<file path="src/rtl/gon_y_multicast_scheduler.sv">
// GON Y-bus column sequencer: shifts row IDs into the multicast-controller scan
// chain, then queues multicast requests and issues them on the Y bus one at a time.
module gon_y_multicast_scheduler #(
  parameter int NUM_ROWS   = 12,
  parameter int ROW_LEN    = 4,
  parameter int ID_LEN     = 5,
  parameter int VALUE_LEN  = 32,
  parameter int FIFO_DEPTH = 4,
  parameter int TIMEOUT    = 255
) (
  input  logic                 i_clk,
  input  logic                 i_rst,
  input  logic                 i_cfg_start,
  input  logic                 i_cfg_id_valid,
  output logic                 o_cfg_id_ready,
  input  logic [ROW_LEN-1:0]   i_cfg_id_data,
  output logic                 o_cfg_done,
  output logic                 o_set_id,
  output logic [ROW_LEN-1:0]   o_id_out,
  input  logic                 i_req_valid,
  output logic                 o_req_ready,
  input  logic [ROW_LEN-1:0]   i_req_tag,
  input  logic [ID_LEN-1:0]    i_req_tag_id,
  input  logic [VALUE_LEN-1:0] i_req_value,
  output logic [ROW_LEN-1:0]   o_gon_tag,
  output logic [ID_LEN-1:0]    o_gon_tag_id,
  output logic [VALUE_LEN-1:0] o_gon_value,
  output logic                 o_gon_enable,
  input  logic                 i_gon_ready,
  output logic                 o_busy,
  output logic [15:0]          o_xfer_cnt,
  output logic                 o_err_timeout
);

  localparam int PTR_W   = $clog2(FIFO_DEPTH);
  localparam int CNT_W   = PTR_W + 1;
  localparam int SHIFT_W = $clog2(NUM_ROWS + 1);
  localparam int STALL_W = 8;

  typedef enum logic [1:0] {
    S_IDLE  = 2'd0,
    S_CFG   = 2'd1,
    S_DRAIN = 2'd2,
    S_RUN   = 2'd3
  } state_t;

  typedef struct packed {
    logic [ROW_LEN-1:0]   tag;
    logic [ID_LEN-1:0]    tag_id;
    logic [VALUE_LEN-1:0] value;
  } req_t;

  state_t               r_state;
  logic [SHIFT_W-1:0]   r_shift_cnt;
  logic                 r_cfg_done;

  req_t                 r_mem [FIFO_DEPTH];
  logic [PTR_W-1:0]     r_wr_ptr;
  logic [PTR_W-1:0]     r_rd_ptr;
  logic [CNT_W-1:0]     r_count;

  logic [15:0]          r_xfer_cnt;
  logic [STALL_W-1:0]   r_stall_cnt;
  logic                 r_err;

  logic                 w_empty;
  logic                 w_full;
  logic                 w_push;
  logic                 w_pop;
  logic                 w_issue;
  logic                 w_shift;
  logic                 w_stall;
  logic                 w_cfg_accept;
  req_t                 w_req_in;
  req_t                 w_head;

  assign w_empty      = (r_count == '0);
  assign w_full       = (r_count == CNT_W'(FIFO_DEPTH));
  assign w_push       = i_req_valid & ~w_full;
  assign w_issue      = (r_state == S_RUN) | (r_state == S_DRAIN);
  assign w_shift      = (r_state == S_CFG) & i_cfg_id_valid;
  assign w_cfg_accept = i_cfg_start & ((r_state == S_IDLE) | (r_state == S_RUN));
  assign w_req_in     = '{tag: i_req_tag, tag_id: i_req_tag_id, value: i_req_value};
  assign w_head       = r_mem[r_rd_ptr];

  assign o_gon_enable = w_issue & ~w_empty;
  assign w_pop        = o_gon_enable & i_gon_ready;
  assign w_stall      = o_gon_enable & ~i_gon_ready;

  // Bus fields are forced to zero whenever nothing is offered.
  assign o_gon_tag    = o_gon_enable ? w_head.tag    : '0;
  assign o_gon_tag_id = o_gon_enable ? w_head.tag_id : '0;
  assign o_gon_value  = o_gon_enable ? w_head.value  : '0;

  assign o_set_id       = w_shift;
  assign o_id_out       = w_shift ? i_cfg_id_data : '0;
  assign o_cfg_id_ready = (r_state == S_CFG);
  assign o_cfg_done     = r_cfg_done;
  assign o_req_ready    = ~w_full;
  assign o_busy         = (r_state != S_RUN) | ~w_empty;
  assign o_xfer_cnt     = r_xfer_cnt;
  assign o_err_timeout  = r_err;

  // NOTE: sequential state uses non-blocking assignments so every register
  // samples pre-edge values, independent of block ordering.
  always_ff @(posedge i_clk) begin
    if (!i_rst) begin
      r_state     <= S_IDLE;
      r_shift_cnt <= '0;
      r_cfg_done  <= 1'b0;
    end else begin
      r_cfg_done <= 1'b0;
      case (r_state)
        S_IDLE: begin
          if (i_cfg_start) begin
            r_state     <= S_CFG;
            r_shift_cnt <= '0;
          end
        end
        S_CFG: begin
          if (w_shift) begin
            if (r_shift_cnt == SHIFT_W'(NUM_ROWS - 1)) begin
              r_state     <= S_RUN;
              r_cfg_done  <= 1'b1;
              r_shift_cnt <= '0;
            end else begin
              r_shift_cnt <= r_shift_cnt + SHIFT_W'(1);
            end
          end
        end
        S_RUN: begin
          if (i_cfg_start) begin
            r_state     <= w_empty ? S_CFG : S_DRAIN;
            r_shift_cnt <= '0;
          end
        end
        S_DRAIN: begin
          if (w_empty) begin
            r_state <= S_CFG;
          end
        end
        default: r_state <= S_IDLE;
      endcase
    end
  end

  // NOTE: queue storage is deliberately not reset; the pointers and count define
  // validity, and unread entries never reach the bus because the fields are gated.
  always_ff @(posedge i_clk) begin
    if (w_push) begin
      r_mem[r_wr_ptr] <= w_req_in;
    end
  end

  always_ff @(posedge i_clk) begin
    if (!i_rst) begin
      r_wr_ptr <= '0;
      r_rd_ptr <= '0;
      r_count  <= '0;
    end else begin
      if (w_push) begin
        r_wr_ptr <= r_wr_ptr + PTR_W'(1);
      end
      if (w_pop) begin
        r_rd_ptr <= r_rd_ptr + PTR_W'(1);
      end
      case ({w_push, w_pop})
        2'b10:   r_count <= r_count + CNT_W'(1);
        2'b01:   r_count <= r_count - CNT_W'(1);
        default: r_count <= r_count;
      endcase
    end
  end

  always_ff @(posedge i_clk) begin
    if (!i_rst) begin
      r_xfer_cnt  <= '0;
      r_stall_cnt <= '0;
      r_err       <= 1'b0;
    end else begin
      if (w_pop) begin
        r_xfer_cnt <= r_xfer_cnt + 16'd1;
      end
      // Saturate so a very long stall cannot wrap back below the threshold.
      if (!w_stall) begin
        r_stall_cnt <= '0;
      end else if (r_stall_cnt != STALL_W'(TIMEOUT)) begin
        r_stall_cnt <= r_stall_cnt + STALL_W'(1);
      end
      if (w_cfg_accept) begin
        r_err <= 1'b0;
      end else if (w_stall && (r_stall_cnt == STALL_W'(TIMEOUT - 1))) begin
        r_err <= 1'b1;
      end
    end
  end

endmodule
</file>
<file path="config.mk">
export PLATFORM = sky130hd
export DESIGN_NAME = gon_y_multicast_scheduler
export DESIGN_NICKNAME = d
export VERILOG_FILES = /design/src/rtl/gon_y_multicast_scheduler.sv
export SDC_FILE = /design/constraint.sdc
export NUM_CORES = 1
export LEC_CHECK = 0
export ABC_AREA = 1
export BUFFER_PORTS_ARGS = -buffer_cell sky130_fd_sc_hd__clkbuf_2
export CORE_AREA = 4 4 127 129
export CTS_BUF_LIST = sky130_fd_sc_hd__clkbuf_4 sky130_fd_sc_hd__clkbuf_8 sky130_fd_sc_hd__clkbuf_16
export DETAILED_ROUTE_END_ITERATION = 10
export DIE_AREA = 0 0 131 133
export GPL_TIMING_DRIVEN = 1
export PLACE_DENSITY = 0.79
export SLEW_MARGIN = 20
export SYNTH_ARGS = -nofsm -noshare
export SYNTH_HDL_FRONTEND = slang
export SYNTH_SLANG_ARGS = --single-unit
</file>
<file path="constraint.sdc">
create_clock -name i_clk -period 8.5 [get_ports i_clk]
set_input_delay 0 -clock i_clk [delete_from_list [all_inputs] [get_ports i_clk]]
set_output_delay 0 -clock i_clk [all_outputs]
set_load 0.005 [all_outputs]
</file>
== After elaboration in Yosys (flattened, before gate mapping) ==
Memories as Yosys holds them, arrays and structs flattened. A register that Yosys moved wholly into a read port is not among the register bits.
Cells that the tools add are included.
Storage, ports and cells
  output and inout port bits: 68
  register bits after elaboration: 39
  memories: 1
  word-level logic and storage cells: 78
  memory bits (writable): 164
Memories
  r_mem: depth 4, bits a word 41, rd ports 1, clocked after memory_dff 1, wr ports 1, RTL line 57  | req_t r_mem [FIFO_DEPTH];
Operators by class
  bitwise operators: 13
  equal/unequal tests: 16
  multiplexer cells: 21
  reductions and logical operators: 11
  $add $sub $neg: 7
Operators by type and width (count)
  32-bit 2-to-1 mux: 1
  4-bit 2-to-1 mux: 5
  16-bit by 1-bit adder with 16-bit output (second input constant): 1
  2-bit 2-to-1 mux: 8
  8-bit by 1-bit adder with 8-bit output (second input constant): 1
  8-bit equality test (second input constant): 1
  2-bit != test (second input constant): 4
  8-bit != test (second input constant): 1
  2-bit case mux with 4 select lines: 1
  4-bit case mux with 2 select lines: 1
  1-bit bitwise AND: 6
  2-bit equality test (second input constant): 3
  2-bit by 1-bit != test with 1-bit output (second input constant): 3
  3-bit case mux with 2 select lines: 1
  3-bit AND reduction: 2
  5-bit 2-to-1 mux: 1
  5-bit AND reduction: 1
  2-bit by 1-bit adder with 2-bit output (second input constant): 2
  4-bit by 1-bit adder with 4-bit output (second input constant): 1
  2-bit by 1-bit equality test with 1-bit output (second input constant): 2
  4-bit equality test (second input constant): 1
  1-bit inverter: 4
  2-bit nonzero test: 2
  2-bit OR reduction: 2
  9 further kinds: 13

== Longest topological paths before layout ==
Gate-level depths: netlist of run 1.
  word-level depth: 6
  depth in mapped cells: 13
  gate-level depth less buffers: 12

== Least setup slack after synthesis of run 1 ==
Ideal clock, no wire load.
  path kind: register -> register
  start: register r_count[0]
  end: memory r_mem[0][0] in the netlist's numbering, enable pin
  arrival: 2407 ps
  path slack: 5654 ps
  required time: 8061 ps
  stages on the path, launching flop included: 5
  period minus slack after synthesis: 2846 ps
  setup time: 439 ps
  buffers on the path: 0
  cell sequence: dfxtp_1 inv_1 nand3_1 nand2_2 nor2_1
On the way
  cells in the longest elaborated chain, start to end: 5
Ends and longest elaborated chain
  from (decl): RTL line 60  | logic [CNT_W-1:0] r_count;
  from (signal assigned): RTL line 168  | 2'b10: r_count <= r_count + CNT_W'(1);
  from (signal assigned): RTL line 169  | 2'b01: r_count <= r_count - CNT_W'(1);
  from (signal assigned): RTL line 170  | default: r_count <= r_count;
  3-bit equality test: RTL line 78  | assign w_full = (r_count == CNT_W'(FIFO_DEPTH));
  1-bit inverter
  via o_req_ready: RTL line 21  | output logic o_req_ready,
  1-bit bitwise AND: RTL line 79  | assign w_push = i_req_valid & ~w_full;
  1-bit 2-to-1 mux: RTL line 150  | if (w_push) begin
  1-bit 2-to-1 mux (not written as such): RTL line 151  | r_mem[r_wr_ptr] <= w_req_in;
  to (decl): RTL line 57
The timed path passes the listed nets, and every way through them passes these cells.

==> impl_metrics.json, run 1 <==
{
  "cts-root-to-sink-buffers": 3,
  "m1WireLength_um": 7730,
  "die_ar_sq_um": 17400,
  "min_period_ns": 2.89,
  "cpLargestDelayFamily": "buffers and inverters",
  "dominantRegCellSynth": "sky130_fd_sc_hd__edfxtp_1",
  "fmax_mhz": 346,
  "syn-instance-count": 801,
  "grt_ovf": 0,
  "initial_utilization": 0.566,
  "row_count": 45,
  "max_cap_viol_count": 0,
  "post-dp-hpwl_um": 10500,
  "cts.repair_timing.setup_buffer_count": 0,
  "holdCritPathClass": "input port to register",
  "run_status": "finished, final reports clean",
  "syn-mean-instance-area_sq_um": 10.6,
  "setup-violations-final": 0,
  "detail-route-antenna-nets": 0,
  "grt_pass1_vias": 5920,
  "pin_count_of_the_biggest_net_entering_global_routing": 84,
  "tritoncts": "built",
  "critical_path_buf_inv_count": 4,
  "hold-worst-slack_ns": 0.0179,
  "routabilityCongestion": 0.869,
  "dieWidth_um": 131,
  "worstMarginPinSlew_ns": 0.889,
  "critPathRequiredTime_ns": 8.50,
  "slew_viol_final": 0,
  "avgViaCountPerCell": 5.33,
  "cell_by_cell_listing_of_the_critical_path": "buf_4, inv_2, buf_4, o21ai_0, a21oi_1, clkbuf_2",
  "synth_edf_count": 164,
  "clk_pin_slew_ns": 0.06,
  "remaining_drc_errors": 0,
  "coreArea_sq_um": 15000,
  "pin_count": 119,
  "cell_occurring_most_often_along_the_worst_timing_path": "sky130_fd_sc_hd__buf_4",
  "post_synth_num_cell_types": 31,
  "timing.max_slew.rel_slack": 0.407,
  "globalRouteTotalUtil": 0.202,
  "leakage_uw": 0.00397,
  "path_max_fanout": 83,
  "power_density_nw_per_um2": 224,
  "grt_setup_unrepaired": "false",
  "report.final.hold_viol_count": 0,
  "setup_tns_ns": 0,
  "worst_setup_path_start_kind": "register",
  "ys_ff_latch": 205,
  "worstSetupPathType": "register to output pin",
  "drt-pass1-iter-count": 8,
  "cts_root_buf": "sky130_fd_sc_hd__clkbuf_16",
  "route.vias.total": 6189,
  "mappedNetlistArea_sq_um": 8510,
  "syn_to_final_growth_pct": 21.4,
  "max-vdd-ir-drop_mv": 0.141,
  "crit_path_end_kind": "output pin",
  "maxUsedRoutingLayer": "met4",
  "die_h_um": 133,
  "critical-path-max-stage-delay_ns": 0.68,
  "layout_commonest_cell": "sky130_fd_sc_hd__nor2_1",
  "drt-initial-drc-count": 436,
  "async_reset_ff_frac": 0,
  "antenna_cells_inserted": 0,
  "synth_seq_area_share": 0.675,
  "clock_skew_ns": 0.0182,
  "drt-wirelength-per-cell_um": 15.5,
  "grt_pass1_wl_um": 28500,
  "syn-num-nets": 866,
  "cts_buffers": 20,
  "cts_max_level": 1,
  "grt_antenna_before_repair": 0,
  "min_period_over_period": 0.340,
  "clock_sinks": 205,
  "ys_warn_count": 0,
  "place.port_buffers": 118,
  "route.final.wire_length_um": 18000,
  "nNetsFinal": 1025,
  "met3WireLength_um": 1310,
  "drive_gt1_frac": 0.184,
  "utilization": 0.687,
  "wl_met2_um": 8660,
  "layout_common_cells": "sky130_fd_sc_hd__nor2_1, sky130_fd_sc_hd__edfxtp_1, sky130_fd_sc_hd__clkbuf_2",
  "cp_data_arrival_time_ns": 2.89,
  "worst_path_max_delay_cell": "sky130_fd_sc_hd__buf_4",
  "clkLatencyLatePin_ns": 0.48
}
-- final timing paths --
check / from / end / slack [ns] / cells after the start
worst max-delay path: register / o_gon_value[13] / 5.61 / 6
worst min-delay path: i_req_valid / r_wr_ptr[0]$_SDFFE_PN0P_ / 0.02 / 3
worst max register to register: r_state[0]$_SDFFE_PN0P_ / r_count[2]$_SDFFE_PN0P_ / 6.05 / 11
worst min register to register: r_rd_ptr[0]$_SDFFE_PN0P_ / r_rd_ptr[0]$_SDFFE_PN0P_ / 0.49 / 1
-- registers in the layout, summed over array words and instances (netlist names), named ones only --
| signal | flops |
|---|---|
| o_cfg_done | 1 |
| o_err_timeout | 1 |
| o_xfer_cnt | 16 |
| r_count | 3 |
| r_mem | 164 |
| r_rd_ptr | 2 |
| r_shift_cnt | 4 |
| r_stall_cnt | 8 |
| r_state | 2 |
| r_wr_ptr | 2 |
-- through the flow --
| stage | setup WS [ns] | instance area (sq um) | total power, uW | cells |
|---|---|---|---|---|
| final | 5.61 | 10300 | 2310 | 1162 |
| after global routing | 5.41 | 10300 | 2410 | 1162 |
| after CTS | 5.59 | 10300 | 2320 | 1162 |
| after detailed placement | 6.06 | 9250 | 1470 | 1082 |
| after global placement | 6.16 | 9250 | 1460 | 1082 |
| after floorplan | 5.65 | 8510 | 1370 | 801 |
-- worst reg2reg max path, delay by kind of cell, from the launching register on --
family | cells | cell delay (ns)
adder cells (fa/ha/maj) | 3 | 0.83
buffers and inverters | 2 | 0.34
AO/OA/AOI/OAI | 4 | 0.47
AND/OR/NAND/NOR | 2 | 0.32
flip-flops | 1 | 0.39
-- synth_stat cells, types with 2 or more instances --
cell type	n	share of area
sky130_fd_sc_hd__buf_4	9	0.0079
sky130_fd_sc_hd__o21ai_1	13	0.0076
sky130_fd_sc_hd__xor2_1	3	0.0031
sky130_fd_sc_hd__inv_2	3	0.0013
sky130_fd_sc_hd__dfxtp_1	41	0.096
sky130_fd_sc_hd__nor2_4	2	0.0026
sky130_fd_sc_hd__nor3_1	5	0.0029
sky130_fd_sc_hd__ha_1	13	0.019
sky130_fd_sc_hd__clkbuf_1	13	0.0057
sky130_fd_sc_hd__nor2_2	2	0.0015
sky130_fd_sc_hd__edfxtp_1	164	0.58
sky130_fd_sc_hd__buf_6	2	0.0026
sky130_fd_sc_hd__o21ai_0	87	0.051
sky130_fd_sc_hd__nand3_1	16	0.0094
sky130_fd_sc_hd__inv_1	42	0.019
sky130_fd_sc_hd__buf_2	9	0.0053
sky130_fd_sc_hd__a21oi_1	68	0.040
sky130_fd_sc_hd__nand2_1	65	0.029
sky130_fd_sc_hd__nor2_1	226	0.10
sky130_fd_sc_hd__nand4_1	5	0.0037
sky130_fd_sc_hd__nand3_4	2	0.0041
sky130_fd_sc_hd__xnor2_1	2	0.0021
-- logic make-up after synthesis --
kind of cell               count (synthesis)  synth area share
DFF                                      205             0.675
buffers and inverters                     80            0.0423
AOI/OAI and AO/OA                        169            0.0995
adders and majority gates                 14            0.0215
and+or+nand+nor                          328             0.157
xor gates and xnor gates                   5           0.00514
-- timing repair --
| item | CTS | global route |
|---|---|---|
| resized for setup | 0 | 0 |
| hold buffers | 44 | 0 |
| hold endpoints to repair | 169 | 0 |
-- metal layers --
metal | global-route usage | vias up
met5 | 0 | -
met4 | 0.0497 | 0
met3 | 0.0412 | 27
met2 | 0.335 | 219
met1 | 0.272 | 2891
li1 | - | 3052
-- power by group --
| group | leakage, uW | switching (uW) | internal [uW] |
|---|---|---|---|
| Sequential | 0.00184 | 18.4 | 1140 |
| Clock | 0.000326 | 342 | 498 |
| Combinational | 0.00181 | 205 | 110 |
| Total | 0.00397 | 565 | 1750 |
-- cell type report --
cell class	count	area [sq um]
well taps	188	235
fillers	1067	4700
multi-input cells	516	2440
clock buffers	33	617
repair buffers	171	1100
clock inverters	3	25.0
inverters	46	173
flip-flops and latches	205	5750
Power figures use the tool's default switching activity.
==> run 2, diff against run 1 <==
- CORE_AREA: 4 4 127 129 -> 4 4 128 130
- DIE_AREA: 0 0 131 133 -> 0 0 132 134
- PLACE_DENSITY: 0.79 -> 0.78
- clock period: 8.5 -> 2.96 ns (I/O delays scaled with it)
==> run 2 against run 1 <==
  * Sequential cell count did not move
  * Worst setup slack got worse by 5.2 ns
  * Non-clock buffer count rose by 1
  * Power rose to 3.0 times the previous value
  * Sequential share of layout area fell by 0.43 points
  * Clock power rose to 3.1 times the previous value
  * Final cell count rose by 0.43%
  * Via count barely moved
  * Highest routed layer unchanged
==> impl_metrics.json, run 2 (same netlist as run 1, synthesis figures left out) <==
{
  "worst_setup_path_start_kind": "register",
  "max-vdd-ir-drop_mv": 0.445,
  "report.final.hold_viol_count": 0,
  "grt_setup_unrepaired": "false",
  "layout_commonest_cell": "sky130_fd_sc_hd__nor2_1",
  "drt-initial-drc-count": 398,
  "grt_pass1_wl_um": 28500,
  "cts_root_buf": "sky130_fd_sc_hd__clkbuf_16",
  "coreArea_sq_um": 15100,
  "holdCritPathClass": "input port to register",
  "drt-wirelength-per-cell_um": 15.2,
  "worst_path_max_delay_cell": "sky130_fd_sc_hd__buf_4",
  "crit_path_end_kind": "output pin",
  "power_uw": 6820,
  "clock_sinks": 205,
  "cts_buffers": 22,
  "registers.top_by_ff_count": "r_mem",
  "route.vias.total": 6195,
  "power_density_nw_per_um2": 655,
  "path_max_fanout": 62,
  "die_ar_sq_um": 17700,
  "die_h_um": 134,
  "grt_pass1_vias": 5958,
  "pin_count": 119,
  "route.final.wire_length_um": 17800,
  "globalRouteTotalUtil": 0.197,
  "critical_path_buf_inv_count": 2,
  "place.port_buffers": 118,
  "setup_tns_ns": 0,
  "avgViaCountPerCell": 5.31,
  "stdcell_area_sq_um": 10400,
  "detail-route-antenna-nets": 0,
  "cell_by_cell_listing_of_the_critical_path": "buf_4, nor2_1, nor2_1, o21ai_0, a21oi_1, clkbuf_2",
  "fmax_mhz": 400,
  "worstSetupPathType": "register to output pin",
  "finalNonFillerCells": 1167,
  "cp_data_arrival_time_ns": 2.50,
  "initial_utilization": 0.562,
  "min_period_ns": 2.50,
  "leakage_uw": 0.00400,
  "largest_register_ffs": 164,
  "worstMarginPinSlew_ns": 0.680,
  "timing.max_slew.rel_slack": 0.547,
  "run_status": "finished, final reports clean",
  "remaining_drc_errors": 0,
  "tritoncts": "built",
  "clkLatencyLatePin_ns": 0.48,
  "post-dp-hpwl_um": 10300,
  "cts-root-to-sink-buffers": 3,
  "grt_ovf": 0,
  "critPathRequiredTime_ns": 2.96,
  "utilization": 0.688,
  "pin_count_of_the_biggest_net_entering_global_routing": 67,
  "cell_occurring_most_often_along_the_worst_timing_path": "sky130_fd_sc_hd__nor2_1",
  "clock_skew_ns": 0.00508,
  "drt-pass1-iter-count": 5,
  "post-place-cells": 1083,
  "dieWidth_um": 132,
  "nNetsFinal": 1028,
  "grt_antenna_before_repair": 1,
  "min_period_over_period": 0.845,
  "syn_to_final_growth_pct": 22.3,
  "critical-path-max-stage-delay_ns": 0.63,
  "clk_pin_slew_ns": 0.06,
  "setup-violations-final": 0,
  "layout_common_cells": "sky130_fd_sc_hd__nor2_1, sky130_fd_sc_hd__edfxtp_1, sky130_fd_sc_hd__clkbuf_2",
  "row_count": 45,
  "slew_viol_final": 0,
  "cts_max_level": 1,
  "max_cap_viol_count": 0,
  "detailed_place.area_sq_um": 9270,
  "cpLargestDelayFamily": "buffers and inverters",
  "drive_gt1_frac": 0.183,
  "routabilityCongestion": 0.886,
  "cts.repair.resized": 0
}
==> run 2: cell types whose count changed in the layout (fill, tap and decap cells not counted), sizes merged <==
| cell | before | now |
|---|---|---|
| clkinv | 4 | 8 |
| bufinv | 0 | 1 |
| clkinvlp | 0 | 1 |
| diode | 0 | 1 |
| buf | 9 | 10 |
| clkbuf | 151 | 148 |
==> run 2: report_power, final <==
| part | leakage (uW) | switching (uW) | internal, uW |
|---|---|---|---|
| combinational | 0.00182 | 572 | 321 |
| clock | 0.000348 | 1020 | 1580 |
| sequential | 0.00184 | 63.8 | 3270 |
==> run 2: routing by layer <==
metal  share of wire  global-route usage  up-vias  routed length, um
li1                -                   -     3061                  -
met3           0.067              0.0439       30               1180
met1            0.43               0.254     2901               7690
met5               0                   0        -                  0
met2            0.48               0.340      203               8560
met4           0.020              0.0490        0                350
==> run 2: worst register-to-register path, stage by stage (launching register included) <==
cell and delay [ns]:
sky130_fd_sc_hd__dfxtp_1 0.39, sky130_fd_sc_hd__ha_1 0.24, sky130_fd_sc_hd__or2_4 0.17, sky130_fd_sc_hd__nand3_4 0.15, sky130_fd_sc_hd__inv_2 0.27, sky130_fd_sc_hd__ha_1 0.22
sky130_fd_sc_hd__inv_1 0.08, sky130_fd_sc_hd__fa_1 0.38, sky130_fd_sc_hd__a21oi_1 0.16, sky130_fd_sc_hd__o21ai_0 0.12, sky130_fd_sc_hd__o21ai_0 0.15, sky130_fd_sc_hd__a21oi_1 0.05
==> run 2: area by class of cell <==
class | instances | area, sq um
timing repair buffer | 172 | 1120
clock buffer | 30 | 634
antenna | 1 | 2.50
fill | 1107 | 4730
clock inverter | 9 | 66.3
inverter | 46 | 173
multi-input combinational | 516 | 2440
tap | 188 | 235
sequential | 205 | 5750
==> run 2: repair_timing <==
item / 4_1_cts / 5_1_grt
hold buffers: 44 / 0
endpoints found under the hold margin: 170 / 0
setup buffers: 0 / 0
==> run 2: path summary, 6_finish.rpt <==
kind | from | depth (start not counted) | end | slack [ns]
setup / recovery | register | 6 | o_gon_tag_id[1] | 0.46
hold reg to reg | r_rd_ptr[0]$_SDFFE_PN0P_ | 1 | r_rd_ptr[0]$_SDFFE_PN0P_ | 0.49
hold / removal | i_req_valid | 3 | r_wr_ptr[0]$_SDFFE_PN0P_ | 0.02
setup reg to reg | r_state[1]$_SDFFE_PN0P_ | 11 | r_count[2]$_SDFFE_PN0P_ | 0.47
==> run 2: through the flow <==
stage	worst slack, ns	hold WS (ns)
floorplan	0.114	0.0707
CTS	0.489	0.00291
detailed placement	0.518	0.219
global placement	0.614	0.217
global route	0.273	0.0277
finish	0.458	0.0173
==> run 3, diff against run 2 <==
- CORE_AREA: 4 4 128 130 -> 4 4 133 135
- DIE_AREA: 0 0 132 134 -> 0 0 137 139
- PLACE_DENSITY: 0.78 -> 0.76
- clock period: 2.96 -> 2.1 ns (I/O delays scaled with it)
==> run 3 against run 2 <==
  * Via count fell by 0.13%
  * Worst setup slack got worse by 0.40 ns
  * Sequential share of layout area fell by 1.1 points
  * Largest cell class unchanged
  * Non-clock buffer count rose by 17
  * Largest power group unchanged
  * Worst hold slack improved by 0.014 ns
==> impl_metrics.json, run 3 (same netlist as run 1, synthesis figures left out) <==
{
  "grt_ovf": 0,
  "place.port_buffers": 118,
  "die_ar_sq_um": 19000,
  "largest_register_ffs": 164,
  "route.final.wire_length_um": 18200,
  "place_ws_ns": 0.0725,
  "min_delay_path_depth": 6,
  "routabilityCongestion": 0.858,
  "fillers": 1251,
  "wl_met2_um": 8770,
  "clkLatencyLatePin_ns": 0.48,
  "drive_gt1_frac": 0.200,
  "met3WireLength_um": 1130,
  "post-dp-hpwl_um": 10400,
  "drt-pass1-iter-count": 5,
  "setup-violations-final": 0,
  "power_density_nw_per_um2": 882,
  "registers.top_by_ff_count": "r_mem",
  "slew_viol_final": 0,
  "cts_max_level": 1,
  "cell_by_cell_listing_of_the_critical_path": "inv_1, ha_2, or2_4, nand3_4, inv_2, ha_2, inv_2, fa_2, nor2_2, a21oi_2, nor2_1",
  "clock_sinks": 205,
  "route.vias.total": 6187,
  "rr_worst_depth": 11,
  "row_count": 47,
  "cts_buffers": 21,
  "grt_setup_unrepaired": "true",
  "remaining_drc_errors": 0,
  "m1WireLength_um": 7840,
  "layout_commonest_cell": "sky130_fd_sc_hd__nor2_1",
  "grt_pass1_vias": 5977,
  "drt-initial-drc-count": 433,
  "initial_utilization": 0.517,
  "detailed_place.area_sq_um": 9460,
  "cts_root_buf": "sky130_fd_sc_hd__clkbuf_16",
  "grt_pass1_wl_um": 28600,
  "stdcell_area_sq_um": 10600,
  "fmax_mhz": 490,
  "drt-wirelength-per-cell_um": 15.0,
  "timing.max_slew.rel_slack": 0.690,
  "cpLargestDelayFamily": "adder cells",
  "post-route-worst-setup-slack_ns": 0.0603,
  "cts-root-to-sink-buffers": 3,
  "critical-path-max-stage-delay_ns": 0.44,
  "layout_common_cells": "sky130_fd_sc_hd__nor2_1, sky130_fd_sc_hd__edfxtp_1, sky130_fd_sc_hd__clkbuf_2",
  "critical_path_buf_inv_count": 3,
  "pin_count": 119,
  "run_status": "finished, final reports clean",
  "crit_path_end_kind": "register",
  "clock_skew_ns": 0.0115,
  "path_max_fanout": 4,
  "pin_count_of_the_biggest_net_entering_global_routing": 47,
  "globalRouteTotalUtil": 0.185,
  "worst_path_max_delay_cell": "sky130_fd_sc_hd__fa_2",
  "worst-path-stages": 11,
  "coreArea_sq_um": 16500,
  "dieWidth_um": 137,
  "worstSetupPathType": "register to register",
  "nNetsFinal": 1044,
  "worstMarginPinSlew_ns": 0.464,
  "worst_setup_path_start_kind": "register",
  "detail-route-antenna-nets": 0,
  "cp_data_arrival_time_ns": 2.44,
  "max-vdd-ir-drop_mv": 0.595,
  "max_cap_viol_count": 0,
  "critPathRequiredTime_ns": 2.50,
  "holdCritPathClass": "input port to register",
  "min_period_over_period": 0.971,
  "maxUsedRoutingLayer": "met4",
  "die_h_um": 139,
  "tritoncts": "built",
  "leakage_uw": 0.00407,
  "min_period_ns": 2.04,
  "avgViaCountPerCell": 5.11,
  "syn_to_final_growth_pct": 24.9,
  "report.final.hold_viol_count": 0,
  "clk_pin_slew_ns": 0.06,
  "grt_antenna_before_repair": 1
}
## run 3: power by group
group          internal [uW]  total (uW)  switching, uW
logic                    559        1430            869
clock network           1900        3260           1360
registers               4610        4700           83.8
total                   7070        9380           2310
## run 3: what timing repair did
item,in CTS,in global routing
gates cloned,1,0
pin swaps,0,6
hold buffers,48,0
setup endpoints to repair,2,30
hold endpoints to repair,201,0
buffers inserted,0,3
gates resized for setup,2,15
## run 3: tightest hold or removal path, delay by kind of cell
family	cells	cell delay, ns
simple gates	4	0.29
buf+inv	2	0.18
## run 3: per-stage QoR
step	hold slack (ns)	power, uW	setup TNS (ns)	std cells	utilization
final	0.0312	9380	0	1211	0.646
after global routing	0.0807	9800	-0.00931	1211	0.646
after CTS	0.0111	9400	0	1207	0.642
after detailed placement	0.221	6030	0	1124	0.574
after global placement	0.217	5990	0	1124	0.574
after floorplan	0.0707	5550	-13.92	801	-
## run 3: path summary, 6_finish.rpt
path | startpoint | end | slack [ns]
worst max-delay path | r_state[0]$_SDFFE_PN0P_ | r_count[1]$_SDFFE_PN0P_ | 0.06
worst max register to register | r_state[0]$_SDFFE_PN0P_ | r_count[1]$_SDFFE_PN0P_ | 0.06
worst min register to register | r_rd_ptr[0]$_SDFFE_PN0P_ | r_rd_ptr[0]$_SDFFE_PN0P_ | 0.50
worst min-delay path | i_gon_ready | o_err_timeout$_SDFFE_PP0P_ | 0.03
## run 3: cell type report
class	count	area (sq um)	share of cell area
sequential	205	5750	0.541
multi-input combinational	516	2470	0.232
timing repair buffer	189	1360	0.128
clock buffer	27	571	0.0537
tap	220	275	0.0259
inverter	46	173	0.0162
clock inverter	7	32.5	0.00306
antenna	1	2.50	0.000235
## run 3: per-layer routing
metal | GRT usage | up-vias
met1 | 0.245 | 2878
li1 | - | 3084
met5 | 0 | -
met3 | 0.0308 | 39
met2 | 0.312 | 186
met4 | 0.0557 | 0
